--- src/rtl/modexp_sequencer.sv ---
// Right-to-left square-and-multiply sequencer driving one external modmult engine.
// Optional engine watchdog enabled by defining MODEXP_TIMEOUT_EN (limit TIMEOUT_CYCLES).
module modexp_sequencer #(
  parameter int WIDTH          = 32,
  parameter int EXP_WIDTH      = 32,
  parameter int TIMEOUT_CYCLES = 4096
) (
  input  logic                 clk,
  input  logic                 reset,
  input  logic                 start,
  input  logic [WIDTH-1:0]     base_in,
  input  logic [EXP_WIDTH-1:0] exp_in,
  input  logic [WIDTH-1:0]     mod_in,
  output logic                 busy,
  output logic                 done,
  output logic                 error,
  output logic [WIDTH-1:0]     result_out,
  output logic                 mm_ready,
  output logic [WIDTH-1:0]     mm_a,
  output logic [WIDTH-1:0]     mm_b,
  output logic [WIDTH-1:0]     mm_n,
  input  logic [WIDTH-1:0]     mm_result,
  input  logic                 mm_done
);

  // state    | meaning
  // IDLE     | waiting for start; done pulse is cleared here
  // CHECK    | screen n and e for trivial results, else issue the first transaction
  // MUL_WAIT | engine computing acc*sq mod n
  // SQR_WAIT | engine computing sq*sq mod n
  // GAP      | one cycle with mm_ready low; shift e after a square and issue the next request
  // FIN      | pulse done, drop busy
  // The bit-select step is folded into CHECK and GAP so no cycle is spent on it.
  typedef enum logic [2:0] {
    IDLE, CHECK, MUL_WAIT, SQR_WAIT, GAP, FIN
  } state_t;

  localparam logic [WIDTH-1:0] ONE = WIDTH'(1);

  if (TIMEOUT_CYCLES < 2) begin : g_tmo_check
    $error("TIMEOUT_CYCLES must be at least 2");
  end

  state_t               state;
  logic [WIDTH-1:0]     acc;
  logic [WIDTH-1:0]     sq;
  logic [WIDTH-1:0]     n;
  logic [EXP_WIDTH-1:0] e;
  logic [EXP_WIDTH-1:0] e_shr;
  logic                 last_mul;
  logic                 tmo_hit;

  assign e_shr = e >> 1;

`ifdef MODEXP_TIMEOUT_EN
  localparam int TMO_W = $clog2(TIMEOUT_CYCLES + 1);
  logic [TMO_W-1:0] tmo_cnt;

  // Reloaded whenever not waiting; reaching zero in the last wait cycle lands done on the limit.
  always_ff @(posedge clk or posedge reset) begin
    if (reset) begin
      tmo_cnt <= '0;
    end else if (state != MUL_WAIT && state != SQR_WAIT) begin
      tmo_cnt <= TMO_W'(TIMEOUT_CYCLES - 2);
    end else if (tmo_cnt != '0) begin
      tmo_cnt <= tmo_cnt - TMO_W'(1);
    end
  end

  assign tmo_hit = (tmo_cnt == '0);
`else
  assign tmo_hit = 1'b0;
`endif

  always_ff @(posedge clk or posedge reset) begin
    if (reset) begin
      state      <= IDLE;
      acc        <= '0;
      sq         <= '0;
      n          <= '0;
      e          <= '0;
      last_mul   <= 1'b0;
      busy       <= 1'b0;
      done       <= 1'b0;
      error      <= 1'b0;
      result_out <= '0;
      mm_ready   <= 1'b0;
      mm_a       <= '0;
      mm_b       <= '0;
      mm_n       <= '0;
    end else begin
      case (state)
        IDLE: begin
          done <= 1'b0;
          if (start) begin
            sq    <= base_in;
            e     <= exp_in;
            n     <= mod_in;
            mm_n  <= mod_in;
            error <= 1'b0;
            busy  <= 1'b1;
            state <= CHECK;
          end
        end

        CHECK: begin
          if (n == '0) begin
            result_out <= '0;
            error      <= 1'b1;
            state      <= FIN;
          end else if (n == ONE) begin
            result_out <= '0;
            state      <= FIN;
          end else if (e == '0) begin
            result_out <= ONE;
            state      <= FIN;
          end else begin
            acc      <= ONE;
            mm_ready <= 1'b1;
            if (e[0]) begin
              mm_a     <= ONE;
              mm_b     <= sq;
              last_mul <= 1'b1;
              state    <= MUL_WAIT;
            end else begin
              mm_a     <= sq;
              mm_b     <= sq;
              last_mul <= 1'b0;
              state    <= SQR_WAIT;
            end
          end
        end

        MUL_WAIT, SQR_WAIT: begin
          if (mm_done) begin
            if (state == MUL_WAIT) acc <= mm_result;
            else                   sq  <= mm_result;
            mm_ready <= 1'b0;
            state    <= GAP;
          end else if (tmo_hit) begin
            // Watchdog exit skips FIN so done lands exactly on the limit.
            mm_ready   <= 1'b0;
            result_out <= '0;
            error      <= 1'b1;
            done       <= 1'b1;
            busy       <= 1'b0;
            state      <= IDLE;
          end
        end

        GAP: begin
          if (last_mul) begin
            if (e_shr != '0) begin
              mm_a     <= sq;
              mm_b     <= sq;
              mm_ready <= 1'b1;
              last_mul <= 1'b0;
              state    <= SQR_WAIT;
            end else begin
              result_out <= acc;
              state      <= FIN;
            end
          end else begin
            // e_shr is nonzero here: a square is only issued below the top set bit.
            e        <= e_shr;
            mm_ready <= 1'b1;
            if (e_shr[0]) begin
              mm_a     <= acc;
              mm_b     <= sq;
              last_mul <= 1'b1;
              state    <= MUL_WAIT;
            end else begin
              mm_a     <= sq;
              mm_b     <= sq;
              last_mul <= 1'b0;
              state    <= SQR_WAIT;
            end
          end
        end

        FIN: begin
          done  <= 1'b1;
          busy  <= 1'b0;
          state <= IDLE;
        end

        default: state <= IDLE;
      endcase
    end
  end

endmodule

--- config.mk ---
export PLATFORM = sky130hd
export DESIGN_NAME = modexp_sequencer
export DESIGN_NICKNAME = d
export VERILOG_FILES = /design/src/rtl/modexp_sequencer.sv
export SDC_FILE = /design/constraint.sdc
export NUM_CORES = 1
export LEC_CHECK = 0
export ABC_AREA = 0
export BUFFER_PORTS_ARGS = -buffer_cell sky130_fd_sc_hd__buf_2
export CORE_ASPECT_RATIO = 1.1
export CORE_MARGIN = 1.5
export CORE_UTILIZATION = 47
export DETAILED_ROUTE_END_ITERATION = 6
export PLACE_DENSITY = 0.79
export SLEW_MARGIN = 20
export SYNTH_ARGS = -nofsm -noshare
export SYNTH_HDL_FRONTEND = slang
export SYNTH_SLANG_ARGS = --single-unit
export TNS_END_PERCENT = 5
--- constraint.sdc ---
create_clock -name clk -period 10.5 [get_ports clk]
set_clock_uncertainty 0.2 [all_clocks]
set_input_delay 3.15 -clock clk [delete_from_list [all_inputs] [get_ports clk]]
set_output_delay 3.15 -clock clk [all_outputs]
set_load 0.05 [all_outputs]
## After elaboration in Yosys (flattened, before gate mapping)

Cells that the tools add are included.

| word-level totals | value |
|---|---|
| memories kept | 0 |
| flip-flop bits (word level) | 232 |
| memory bits (read-only) | 0 |
| input port bits | 132 |
| bits in writable memories | 0 |
| latch bits | 0 |

| cells by class | value |
|---|---|
| add/sub/neg operators | 0 |
| multiply operators | 0 |
| equal/unequal tests | 19 |
| divide/modulo/power cells | 0 |
| magnitude comparators | 0 |
| muxes and demuxes | 63 |
| shifts and indexed selects | 0 |
| reduce and logical (&&, ||, !) cells | 23 |
| bitwise operators | 0 |

Operator list:

| cell | count |
|---|---|
| $mux 32 | 26 |
| $pmux 32 s2 | 6 |
| $logic_not 32->1 | 2 |
| $eq 32x1->1 const B | 1 |
| $reduce_bool 32->1 | 1 |
| $ne 2x2->1 const B | 11 |
| $mux 3 | 7 |
| $mux 1 | 18 |
| $pmux 3 s4 | 1 |
| $reduce_and 4->1 | 3 |
| $reduce_and 6->1 | 2 |
| $reduce_bool 2->1 | 6 |
| $pmux 1 s2 | 4 |
| $eq 3x2->1 const B | 2 |
| $eq 3x3->1 const B | 2 |
| $reduce_and 2->1 | 3 |
| $reduce_and 3->1 | 2 |
| $reduce_and 5->1 | 1 |
| $ne 4x4->1 const B | 1 |
| $eq 3x1->1 const B | 1 |
| $logic_not 3->1 | 1 |
| $ne 3x3->1 const B | 1 |
| $pmux 1 s3 | 1 |
| $reduce_bool 3->1 | 1 |
| $reduce_or 2->1 | 1 |

## Depth between registers and ports, before layout

| logic depth | value |
|---|---|
| depth in word-level cells | 5 |
| depth in mapped cells | 7 |

## Worst setup path before layout

OpenSTA, ideal clock, no wires.

| timing path | value |
|---|---|
| kind | input to register |
| start | input port start |
| end | register n[10] |
| library setup time | 125 ps |
| stages | 4 |
| arrival | 4,278 ps |
| data required time | 10,175 ps |
| path buffers | 1 |
| setup slack | 5,897 ps |
| path through | nand2b_1 nor3_2 clkbuf_1 mux2_2 |

| on the way | value |
|---|---|
| cells in the longest elaborated chain, start to end | 1 |

RTL lines:

| element | line | RTL |
|---|---|---|
| from (decl) | 10 | `input logic start,` |
| $reduce_and 2->1 (no source line) | n/a |  |
| to (signal assigned) | 98 | `n <= mod_in;` |
| to (decl) | 47 | `logic [WIDTH-1:0] n;` |

Every way passes these cells.
A chain may end at the register's enable or synchronous reset.

==> metrics.md <==
| Metric | Value |
|---|---|
| Final ANT Viol Nets | 0 |
| Syn_area_per_cell | 11.04 um^2 |
| Final setup fails | 0 |
| Area of the core | 21230 um^2 |
| Post-CTS sizing | 0 |
| Final period util | 43.40% |
| Cell Area, Synth | 10150 um^2 |
| Gr usage total | 24.35% |
| Area contributors post-synth | dfrtp_1, mux2_2, nand2_1, mux2i_1, o21ai_0 |
| Pin count of the biggest net entering global routing | 152 |
| Routed WL per cell | 18.52 um |
| CP max FO | 3 |
| HP Class | flip-flop to flip-flop |
| Critical path launch point type | flip-flop |
| Starting Density | 47.80% |
| Die Y-Extent | 157.1 um |
| Fraction of layout cells with a size suffix above 1 | 34.32% |
| RSZ-0062 raised after global routing | false |
| Setup TNS | 0 ps |
| Vias post-DR | 8052 |
| First drt pass iteration count | 6 |
| Sequential area share after synthesis | 57.21% |
| Post-CTS Setup Bufs | 0 |
| Int Pwr | 0.002389 W |
| Post-synth EDFFs | 0 |
| Worst endpoint required time | 7150 ps |
| Yosys synthesis warning count | 0 |
| Crit-path slowest cell | dfrtp_1 |
| CP Capture Type | output port |
| Via density | 5.489 |
| Max clock buf depth | 3 |
| Critical path class | flip-flop to output port |
| CTS tree | done |
| Delay of the slowest critical-path stage | 410 ps |
| Clock power frac | 20.4% |
| Synth-to-layout area growth | 24.53% |
| Initial antenna violation count | 0 |
| Total Nets Final | 1290 |
| Crit path DAT | 1210 ps |
| Hold buffer count at cts | 0 |
| H-tree levels | 1 |
| Total wire length | 27.17 mm |
| Worst-path cell chain | buf_2 |
| Worst-margin pin slew | 991.6 ps |
| P_sw | 0.001961 W |
| # IOs | 264 |
| Ys flop type | dfrtp_1 |
| Syn_nets | 1051 |
| Max cap viols | 0 |
| Cell variety after synth | 36 |
| VDD IR max | 0.0002359 V |
| Filler Cells Inserted | 1744 |
| Grt ovf | 0 |
| Flop pwr share | 35.1% |
| # clock sinks | 232 |
| Pwr dens | 344.2 nW/um^2 |
| Post-layout min period | 4557 ps |
| IO Port Bufs | 263 |
| Worst-path clk slew | 60 ps |
| DRC violations left | 0 |
| Outcome | finished clean |
| Post-route setup slack | 5943 ps |
| FF+latch count, synth | 232 |
| Slew headroom | 33.89% |
| Die width | 143.1 um |
| Max Freq | 219.4 MHz |
| Clk root buf | clkbuf_16 |
| Top Family by Delay on Critical Path | flip-flops |
| Logic gate share of total power | 44.5% |
| Row count | 56 |
| First-pass GRT wire length | 43.10 mm |
| Initial drt markers | 474 |
| Async SR Flop Fraction | 100.0% |
| Antenna Cells | 0 |
| Worst skew pair latency | 520 ps |
| Lkg Pwr | 6.023 nW |
| Num CTS Buffers | 25 |
| Final slew viol count | 0 |
| Routability Congestion | 0.8139 |
| Die Area | 22480 um^2 |
| Synthesized netlist cell count | 919 |
| Vias in the first global route | 8043 |
| Switching share of power | 45.08% |
| Synth area leader | dfrtp_1 |
| Final hold viol count | 0 |
| Share of the synthesized area in the top cell type | 57.21% |
| Buf+Inv Stages, Crit Path | 1 |
| DP HPWL | 17.59 mm |
| Post-Place Setup Slack | 5140 ps |
==> stage by stage <==
stage / instances / utilization, % / power [W] / hold WS [ps] / cell area [um^2]
floorplan: 919 / - / 0.002951 / 271.0 / 10150
global placement: 1420 / 55.38 / 0.003414 / 256.7 / 11760
detailed placement: 1421 / 55.51 / 0.003479 / 269.2 / 11790
CTS: 1467 / 59.49 / 0.004378 / 283.0 / 12630
global route: 1467 / 59.53 / 0.004591 / 299.3 / 12640
finish: 1467 / 59.53 / 0.004350 / 280.1 / 12640
==> worst register-to-register path, cell delays in order, from the launching register on <==
cell     delay [ps]
dfrtp_2        1020
nand2_1         570
o32ai_4         240
buf_4           740
mux2_2          540
==> placed cells by master, fill, tap and decap left out, types with 15 or more instances in the layout <==
| cell type | instances |
|---|---|
| a22o_1 | 32 |
| a31oi_1 | 32 |
| a32oi_1 | 32 |
| buf_2 | 263 |
| clkbuf_16 | 25 |
| dfrtp_1 | 231 |
| inv_1 | 36 |
| mux2_1 | 27 |
| mux2_2 | 70 |
| mux2i_1 | 62 |
| nand2_1 | 166 |
| nor2_1 | 43 |
| nor4_1 | 15 |
| o21ai_0 | 67 |
==> synthesized netlist by cell type (8+ instances only) <==
cell	count
mux2_1	27
nor2_1	44
dfrtp_1	232
mux2_2	70
inv_1	37
nor4_1	15
nand2_1	166
a22o_1	32
o21ai_0	67
a32oi_1	32
mux2i_1	62
a31oi_1	32
clkbuf_1	51
nor3_1	8
==> flip-flops by register name (all words and copies together) (netlist names) <==
name        count
result_out     32
last_mul        1
state           3
busy            1
sq             32
mm_b           32
mm_a           32
e              32
done            1
mm_ready        1
error           1
n              32
acc            32
==> cell families after synthesis <==
logic type / count (synthesis) / share of synthesized area (%)
multiplexers: 159 / 16.88
AND/OR/NAND/NOR: 249 / 10.15
buffers and inverters: 102 / 4.056
flip-flops: 232 / 57.21
AO/OA/AOI/OAI: 177 / 11.71
==> path summary, 6_finish.rpt <==
path                                 startpoint                    endpoint  slack (ps)  depth (start not counted)
setup / recovery              n[10]$_DFFE_PP0P_                    mm_n[10]        5940                          1
hold / removal             mm_b[13]$_DFFE_PP0P_        mm_b[13]$_DFFE_PP0P_         280                          1
setup reg to reg           state[2]$_DFFE_PP0P_        mm_a[25]$_DFFE_PP0P_        7080                          4
hold reg to reg            mm_b[13]$_DFFE_PP0P_        mm_b[13]$_DFFE_PP0P_         280                          1
max in group asynchronous                 reset         acc[19]$_DFFE_PP0P_        6260                          3
min in group asynchronous                 reset  result_out[22]$_DFFE_PP0P_        2530                          2
==> final cells by class <==
type                    count  area [um^2]  share of cell area [%]
repair buffers            277         1445                   11.43
clock inverters            13        138.9                   1.099
multi-input cells         585         4028                   31.87
inverters                  37        151.4                   1.198
clock buffers              33        705.7                   5.584
well taps                 290        362.8                   2.871
flip-flops and latches    232         5807                   45.95
==> per-layer routing <==
metal | track usage [%] | routed length [um] | vias up | share of wire (%)
li1 | - | - | 3720 | -
met1 | 32.52 | 11400 | 3949 | 42
met2 | 41.15 | 13360 | 343 | 49
met3 | 4.077 | 1941 | 40 | 7.1
met4 | 6.431 | 473 | 0 | 1.7
met5 | 0 | 0 | - | 0
==> power by group through the flow <==
stage	sequential, W	combinational, W	clock, W
6_report	0.00153	0.00194	0.000886
5_1_grt	0.00158	0.00207	0.000941
4_1_cts	0.00152	0.00195	0.000904
3_5_place_dp	0.00154	0.00194	0
3_3_place_gp	0.00152	0.00189	0
2_1_floorplan	0.00212	0.000834	0
Note: power is estimated with default switching activity, not from simulation.
